File: config.mk
export PLATFORM = sky130hd
export DESIGN_NAME = sd_spi_responder
export DESIGN_NICKNAME = d
export VERILOG_FILES = /design/src/rtl/sd_spi_responder.sv
export SDC_FILE = /design/constraint.sdc
export NUM_CORES = 1
export LEC_CHECK = 0
export BUFFER_PORTS_ARGS = -buffer_cell sky130_fd_sc_hd__buf_2
export CORE_MARGIN = 2
export CORE_UTILIZATION = 25
export DETAILED_ROUTE_END_ITERATION = 12
export PLACE_DENSITY_LB_ADDON = 0.08
export SYNTH_ARGS = -nofsm -noshare
export SYNTH_HDL_FRONTEND = slang
export SYNTH_SLANG_ARGS = --single-unit
File: constraint.sdc
create_clock -name clk -period 15.22 [get_ports clk]
set_input_delay 3.044 -clock clk [delete_from_list [all_inputs] [get_ports clk]]
set_output_delay 3.044 -clock clk [all_outputs]
set_load 0.02 [all_outputs]
File: src/rtl/sd_spi_responder.sv
// rtl/sd_spi_responder.sv - SPI-mode SD card command responder (CMD0/8/55/ACMD41)

// One serial step of CRC7 (x^7 + x^3 + 1), MSB-first data.
module sd_crc7_step (
  input  logic [6:0] crc_in,
  input  logic       din,
  output logic [6:0] crc_out
);
  logic fb;
  assign fb      = din ^ crc_in[6];
  assign crc_out = {crc_in[5:0], 1'b0} ^ (fb ? 7'h09 : 7'h00);
endmodule

module sd_spi_responder #(
  parameter int NCR          = 1,
  parameter int INIT_RETRIES = 2
) (
  input  logic        clk,
  input  logic        rst,
  input  logic        sclk,
  input  logic        ss,
  input  logic        mosi,
  output logic        miso,
  output logic        cmd_valid,
  output logic [5:0]  cmd_index,
  output logic [31:0] cmd_arg,
  output logic        card_idle
);

  typedef enum logic [1:0] {HUNT, CMD, WAIT, RESP} state_t;

  localparam logic [3:0] NCR_LAST  = 4'(NCR - 1);
  localparam logic [3:0] RETRY_LIM = 4'(INIT_RETRIES);

  logic        sclk_meta, sclk_sync, sclk_prev;
  logic        ss_meta, ss_sync;
  logic        mosi_meta, mosi_sync;
  logic        rise, fall, byte_done, frame_done;
  logic [7:0]  rx_byte, rx_shift;
  logic [2:0]  bit_cnt;
  logic [3:0]  byte_cnt;
  state_t      state, state_d;
  logic [6:0]  crc_q, crc_seed, crc_next;
  logic [5:0]  idx_q;
  logic [31:0] arg_q;
  logic        app_q;
  logic [3:0]  retry_q, retry_inc, retry_d;
  logic        idle_d, app_d, crc_ok, long_resp;
  logic [7:0]  r1;
  logic [39:0] tx_q;
  logic [5:0]  tx_bits;

  // Bring the asynchronous SPI pins into the clk domain; sclk also keeps a delayed copy for edge detection.
  always_ff @(posedge clk or posedge rst) begin
    if (rst) begin
      sclk_meta <= 1'b0; sclk_sync <= 1'b0; sclk_prev <= 1'b0;
      ss_meta   <= 1'b1; ss_sync   <= 1'b1;
      mosi_meta <= 1'b1; mosi_sync <= 1'b1;
    end else begin
      sclk_meta <= sclk;  sclk_sync <= sclk_meta; sclk_prev <= sclk_sync;
      ss_meta   <= ss;    ss_sync   <= ss_meta;
      mosi_meta <= mosi;  mosi_sync <= mosi_meta;
    end
  end

  assign rise       = sclk_sync & ~sclk_prev & ~ss_sync;
  assign fall       = ~sclk_sync & sclk_prev & ~ss_sync;
  assign byte_done  = rise && (bit_cnt == 3'd7);
  assign rx_byte    = {rx_shift[6:0], mosi_sync};
  assign frame_done = (state == CMD) && byte_done && (byte_cnt == 4'd4);

  // Bit counter and receive shift register; deselect realigns to a byte boundary.
  always_ff @(posedge clk or posedge rst) begin
    if (rst) begin
      bit_cnt  <= 3'd0;
      rx_shift <= 8'hFF;
    end else if (ss_sync) begin
      bit_cnt  <= 3'd0;
    end else if (rise) begin
      bit_cnt  <= bit_cnt + 3'd1;
      rx_shift <= rx_byte;
    end
  end

  // Parser state register.
  always_ff @(posedge clk or posedge rst) begin
    if (rst) state <= HUNT;
    else     state <= state_d;
  end

  // Parser next state: hunt for a start byte, collect five more, wait NCR fillers, shift out the response.
  always_comb begin
    state_d = state;
    if (ss_sync) begin
      state_d = HUNT;
    end else begin
      unique case (state)
        HUNT: if (byte_done && rx_byte[7:6] == 2'b01) state_d = CMD;
        CMD:  if (frame_done) state_d = WAIT;
        WAIT: if (byte_done && byte_cnt == NCR_LAST) state_d = RESP;
        RESP: if (fall && tx_bits == 6'd0) state_d = HUNT;
        default: state_d = HUNT;
      endcase
    end
  end

  // Byte counter within the current parser state; saturates so long filler runs cannot wrap.
  always_ff @(posedge clk or posedge rst) begin
    if (rst) begin
      byte_cnt <= 4'd0;
    end else if (ss_sync || state_d != state) begin
      byte_cnt <= 4'd0;
    end else if (byte_done && byte_cnt != 4'hF) begin
      byte_cnt <= byte_cnt + 4'd1;
    end
  end

  // In HUNT the CRC restarts every byte, so a start byte leaves its own CRC behind.
  assign crc_seed = (state == HUNT && bit_cnt == 3'd0) ? 7'd0 : crc_q;

  sd_crc7_step u_crc (
    .crc_in  (crc_seed),
    .din     (mosi_sync),
    .crc_out (crc_next)
  );

  // Serial CRC7 over the start byte and the four argument bytes.
  always_ff @(posedge clk or posedge rst) begin
    if (rst) begin
      crc_q <= 7'd0;
    end else if (rise && (state == HUNT || (state == CMD && byte_cnt < 4'd4))) begin
      crc_q <= crc_next;
    end
  end

  // Capture the index from the start byte and the argument bytes MSB first.
  always_ff @(posedge clk or posedge rst) begin
    if (rst) begin
      idx_q <= 6'd0;
      arg_q <= 32'd0;
    end else if (state == HUNT && byte_done && rx_byte[7:6] == 2'b01) begin
      idx_q <= rx_byte[5:0];
    end else if (state == CMD && byte_done && byte_cnt < 4'd4) begin
      arg_q <= {arg_q[23:0], rx_byte};
    end
  end

  // Command decode: response and next card state, evaluated when the CRC byte lands.
  always_comb begin
    idle_d    = card_idle;
    app_d     = 1'b0;
    retry_d   = retry_q;
    long_resp = 1'b0;
    r1        = 8'h04 | {7'd0, card_idle};
    retry_inc = (retry_q == 4'hF) ? retry_q : retry_q + 4'd1;
    crc_ok    = (crc_q == rx_byte[7:1]) && rx_byte[0];
    if ((idx_q == 6'd0 || idx_q == 6'd8) && !crc_ok) begin
      r1    = 8'h08 | {7'd0, card_idle};
      app_d = app_q;
    end else begin
      case (idx_q)
        6'd0: begin
          idle_d  = 1'b1;
          retry_d = 4'd0;
          r1      = 8'h01;
        end
        6'd8: begin
          r1        = {7'd0, card_idle};
          long_resp = 1'b1;
        end
        6'd55: begin
          app_d = 1'b1;
          r1    = {7'd0, card_idle};
        end
        6'd41: begin
          if (app_q) begin
            retry_d = retry_inc;
            idle_d  = card_idle & (retry_inc < RETRY_LIM);
            r1      = {7'd0, idle_d};
          end
        end
        default: ;
      endcase
    end
  end

  // Card model state and the accepted-command outputs.
  always_ff @(posedge clk or posedge rst) begin
    if (rst) begin
      card_idle <= 1'b1;
      app_q     <= 1'b0;
      retry_q   <= 4'd0;
      cmd_valid <= 1'b0;
      cmd_index <= 6'd0;
      cmd_arg   <= 32'd0;
    end else begin
      cmd_valid <= frame_done;
      if (frame_done) begin
        card_idle <= idle_d;
        app_q     <= app_d;
        retry_q   <= retry_d;
        cmd_index <= idx_q;
        cmd_arg   <= arg_q;
      end
    end
  end

  // Response buffer: loaded at frame end, shifted one bit per falling edge while responding.
  always_ff @(posedge clk or posedge rst) begin
    if (rst) begin
      tx_q    <= '1;
      tx_bits <= 6'd0;
    end else if (frame_done) begin
      tx_q    <= long_resp ? {r1, 8'h00, 8'h00, 4'h0, arg_q[11:8], arg_q[7:0]}
                           : {r1, 32'hFFFF_FFFF};
      tx_bits <= long_resp ? 6'd40 : 6'd8;
    end else if (state == RESP && fall && tx_bits != 6'd0) begin
      tx_q    <= {tx_q[38:0], 1'b1};
      tx_bits <= tx_bits - 6'd1;
    end
  end

  // miso idles high and only moves on falling edges while a response is pending.
  always_ff @(posedge clk or posedge rst) begin
    if (rst) begin
      miso <= 1'b1;
    end else if (ss_sync || state != RESP) begin
      miso <= 1'b1;
    end else if (fall) begin
      miso <= (tx_bits == 6'd0) ? 1'b1 : tx_q[39];
    end
  end

endmodule

* After elaboration in Yosys (flattened, before gate mapping)
Index checks and enable logic that the tools add are counted.
** Storage, ports and cells
- Latch bits :: 0
- Bits in read-only memories :: 0
- Input port bits :: 5
- Bits in registers :: 160
- Memories kept :: 0
- RAM bits :: 0
- Output and inout bits :: 41
- Logic and storage cells :: 126
** Cells by class
- Add/subtract/negate cells :: 4
- Multiplexer cells :: 32
- Shift operators :: 0
- Magnitude comparators :: 2
- Equality and inequality tests :: 15
- Bitwise logic cells :: 12
- Multipliers :: 0
- Reductions and logical operators :: 38
- Div/mod/pow operators :: 0
** Operator list (count)
- 40-bit two-way mux :: 2
- 32-bit two-way mux :: 1
- 4-bit two-way mux :: 6
- 6-bit two-way mux :: 3
- 1-bit logical AND :: 17
- 6-bit equality test, second input constant :: 2
- 6-bit logical NOT :: 2
- 2-bit two-way mux :: 5
- 2-bit nonzero test :: 5
- 3-bit two-way mux :: 3
- 3-bit case mux with 3 select lines :: 1
- 4-bit by 1-bit adder with 4-bit output, second input constant :: 2
- 2-bit case mux with 4 select lines :: 1
- 4-bit case mux with 2 select lines :: 1
- 7-bit equality test :: 1
- 1-bit two-way mux :: 7
- 7-bit two-way mux :: 1
- 7-bit bitwise XOR :: 1
- 6-bit by 4-bit equality test with 1-bit output, second input constant :: 1
- 2-bit AND reduction :: 3
- 6-bit nonzero test :: 1
- 6-bit by 1-bit subtractor with 6-bit output, second input constant :: 1
- 1-bit bitwise AND :: 5
- 1-bit inverter :: 5
- other kinds (20) :: 26

* Depth between registers and ports, before layout
- Depth in word-level cells :: 12
- Gate-level depth with buffers :: 11
- Mapped depth without buffers :: 8

* Cells and area by module
From an unflattened synthesis, not the netlist that was laid out.
** Second synthesis, totals
- Cells, all modules :: 636
- Area, all modules :: 7131.8 um^2
** By module, submodules not included
- sd_spi_responder :: cells an instance 628, sequential area each 4070.2 um^2, instances 1, area each 7054.3 um^2
- sd_crc7_step :: cells an instance 8, sequential area each 0.0 um^2, instances 1, area each 77.6 um^2

* Worst setup path before layout
Ideal clock, no wire load.
- Path kind :: flip-flop to output port
- Start point :: register card_idle
- End point :: output port card_idle
- Buffers on the path :: 0
- Setup slack :: 11.605 ns
- Data required time :: 12.176 ns
- Cell stages (with the launch flop) :: 1
- Data arrival time :: 0.571 ns
- Cell sequence :: dfstp_2
** RTL lines
- start: declaration :: RTL line 27 : output logic card_idle
- start signal: assignment :: RTL line 199 : card_idle <= idle_d;
No word-level cell between the ends.

==> impl_metrics.ini <==
[run_status]
run_status = finished, final reports clean

[logic_synthesis]
synth_cell_types = 55
async_flop_share = 1.00
ys_warn_count = 0
synth-seq-cells = 160
syn_area_mm2 = 0.00683
synth_edf_count = 0
synth-main-ff-cell = dfrtp_1
synth_seq_area_share = 0.596
synth_cells = 648
synth_nets = 661
avgSynthCellArea_um2 = 10.5

[detailed_routing]
vias = 4677
drc = 0
dr.pass1.iters = 4
vias_per_cell = 4.51
post_drt_wl_per_cell_um = 15.1
wirelength_mm = 15.7
first_iter_violations = 218
antenna_left = 0

[cells_and_area]
final_cells = 1037
final_cell_mix = 207 x nand2_1, 107 x dfrtp_1, 53 x dfstp_2
area_delta_synth_final_pct = 16.8
layout_commonest_cell = nand2_1
finalNetCount = 696
drive_gt1_frac = 0.287
multi_input_area_mm2 = 0.00256
n_antenna_cell = 0
n_fill_cell = 2836
regArea_mm2 = 0.00407
utilization = 0.297

[grt]
grt_pass1_wl_mm = 26.1
antenna_found_initial = 0
grt_usage = 0.115
grt_max_degree = 95
grt_pass1_vias = 4942
grt.overflow.total = 0

[clock_tree]
clock-sinks = 160
htreeDepth = 4
path_clk_slew_ns = 0.07
cts_tree = yes
cts_resized = 0
cts_hold_buffers = 0
numCtsBuffers = 17
clock_latency_ns = 0.43
cts_max_path_buffers = 2
cts-root-buf = clkbuf_16
post_cts_buffers = 0

[setup_path]
cp-end-kind = async pin
r2r_end = tx_q[11]
reg2reg_setup_slack_ns = 11.97
cp-start-kind = input pin
reg2regPathDepth = 9
rr_startpoint = bit_cnt[0]
crit_required_ns = 15.66
crit_fanout = 94
path_class = input pin to async pin
crit_arrival_ns = 4.66

[pwr]
power_w = 0.000927
p_seq_frac = 0.499
combinationalPowerShare = 0.038
pwr-share-clk = 0.463
p_int_w = 0.000692
p_leak_nw = 3.77
p_sw_w = 0.000235
worst_ir_drop_vdd_uv = 70.2
power.density_mw_per_mm2 = 116
netSwitchingFraction = 0.254

[sta]
slew_viol_final = 0
rsz0062_at_grt = false
holdWs_ns = 0.357
clock.fmax_mhz = 237
final-hold-violation-count = 0
fin_crit_ns = 4.22
worst_slew_pin_slew_ns = 0.946
setup-tns-final_ns = 0
maxSlewHeadroom = 0.370
clock_skew_ns = 0.0148
setup_violations = 0
fin_crit_sh = 0.277

[floorplan]
io-pin-count = 46
core_mm2 = 0.0269
dieWidth_um = 169
die-height_um = 169
dieArea_mm2 = 0.0287
start_util = 0.254
fp-row-count = 60

[placed_design]
port_buffers = 45
dp_hpwl_mm = 9.86
placed_cells = 1005
gp_congestion = 0.749

[run]
drv_cap = 0

[min_path]
min_path_type = flip-flop to flip-flop
min-delay-start = mosi_meta
min_path_cells = 0
min_to = mosi_sync
area by class of cell:
| cell class | count | share of cell area |
|---|---|---|
| Multi-Input combinational cell | 438 | 0.321 |
| Sequential cell | 160 | 0.510 |
| Tap cell | 341 | 0.0535 |
| Clock inverter | 15 | 0.0204 |
| Timing Repair Buffer | 51 | 0.0339 |
| Clock buffer | 17 | 0.0533 |
| Inverter | 15 | 0.00768 |
worst max-delay path by stage:
stage / start / end / slack [ns] / cells past startpoint
6_report: rst / arg_q[3] / 11.00 / 3
5_1_grt: rst / arg_q[6] / 10.67 / 3
4_1_cts: rst / arg_q[3] / 10.90 / 3
3_5_place_dp: rst / idx_q[1] / 10.43 / 3
3_3_place_gp: rst / arg_q[0] / 10.49 / 3
2_1_floorplan: rst / app_q / 7.94 / 1
worst max-delay path: stages:
cell and delay [ns]:
buf_2 0.12, inv_6 0.60, buf_4 0.80
cell usage after synthesis, drive strengths merged (2+ instances only):
master,n,area (µm²)
nor3,3,15.0
ha,8,100
o211ai,2,15.0
and3,3,18.8
a21o,3,22.5
nor4b,2,17.5
and4b,2,20.0
a31oi,37,231
mux2i,2,20.0
or3,4,31.3
o21ai,14,70.1
nor2,29,109
xor2,9,78.8
and2b,2,17.5
and2,3,20.0
a21oi,11,70.1
and4,2,18.8
clkbuf,24,90.1
mux2,45,507
nor4,5,31.3
dfrtp,107,2680
nand2,207,777
nand3,11,55.1
nand2b,2,12.5
a22o,5,43.8
buf,11,63.8
xnor2,8,70.1
dfstp,53,1390
nand4,4,40.0
inv,15,56.3
power by group through the flow:
stage / Sequential [W] / Clock [W] / Combinational [W]
floorplan: 0.000459 / 0 / 0.0000297
global placement: 0.000470 / 0 / 0.0000361
detailed placement: 0.000471 / 0 / 0.0000366
CTS: 0.000463 / 0.000447 / 0.0000366
global route: 0.000464 / 0.000466 / 0.0000410
finish: 0.000462 / 0.000430 / 0.0000354
layer usage:
layer	vias to the layer above	GRT usage	part of all wire
li1	2255	-	-
met1	2371	0.150	0.49
met2	43	0.190	0.48
met3	8	0.0275	0.025
met4	0	0.0331	0.010
met5	-	0	0
flip-flops by register name, summed over array words and instances (netlist names), 2 cells and up:
signal and count:
idx_q 6, byte_cnt 4, tx_bits 6, arg_q 32, bit_cnt 3, tx_q 40
crc_q 7, cmd_arg 32, rx_shift 7, cmd_index 6, state 2, retry_q 4
logic make-up after synthesis:
logic type	count (synthesis)	share of synthesized area
fa+ha+maj	8	0.0147
compound gates	81	0.0780
buf+inv	50	0.0308
simple gates	285	0.182
xor+xnor	17	0.0218
flops	160	0.596
mux	47	0.0771
per-stage QoR:
step                instance area, µm²  worst slack (ns)
floorplan                         6830              7.94
global placement                  7390             10.49
detailed placement                7390             10.43
CTS                               7980             10.90
global route                      7980             10.67
finish                            7980             11.00
Note: power is estimated with default switching activity, not from simulation.
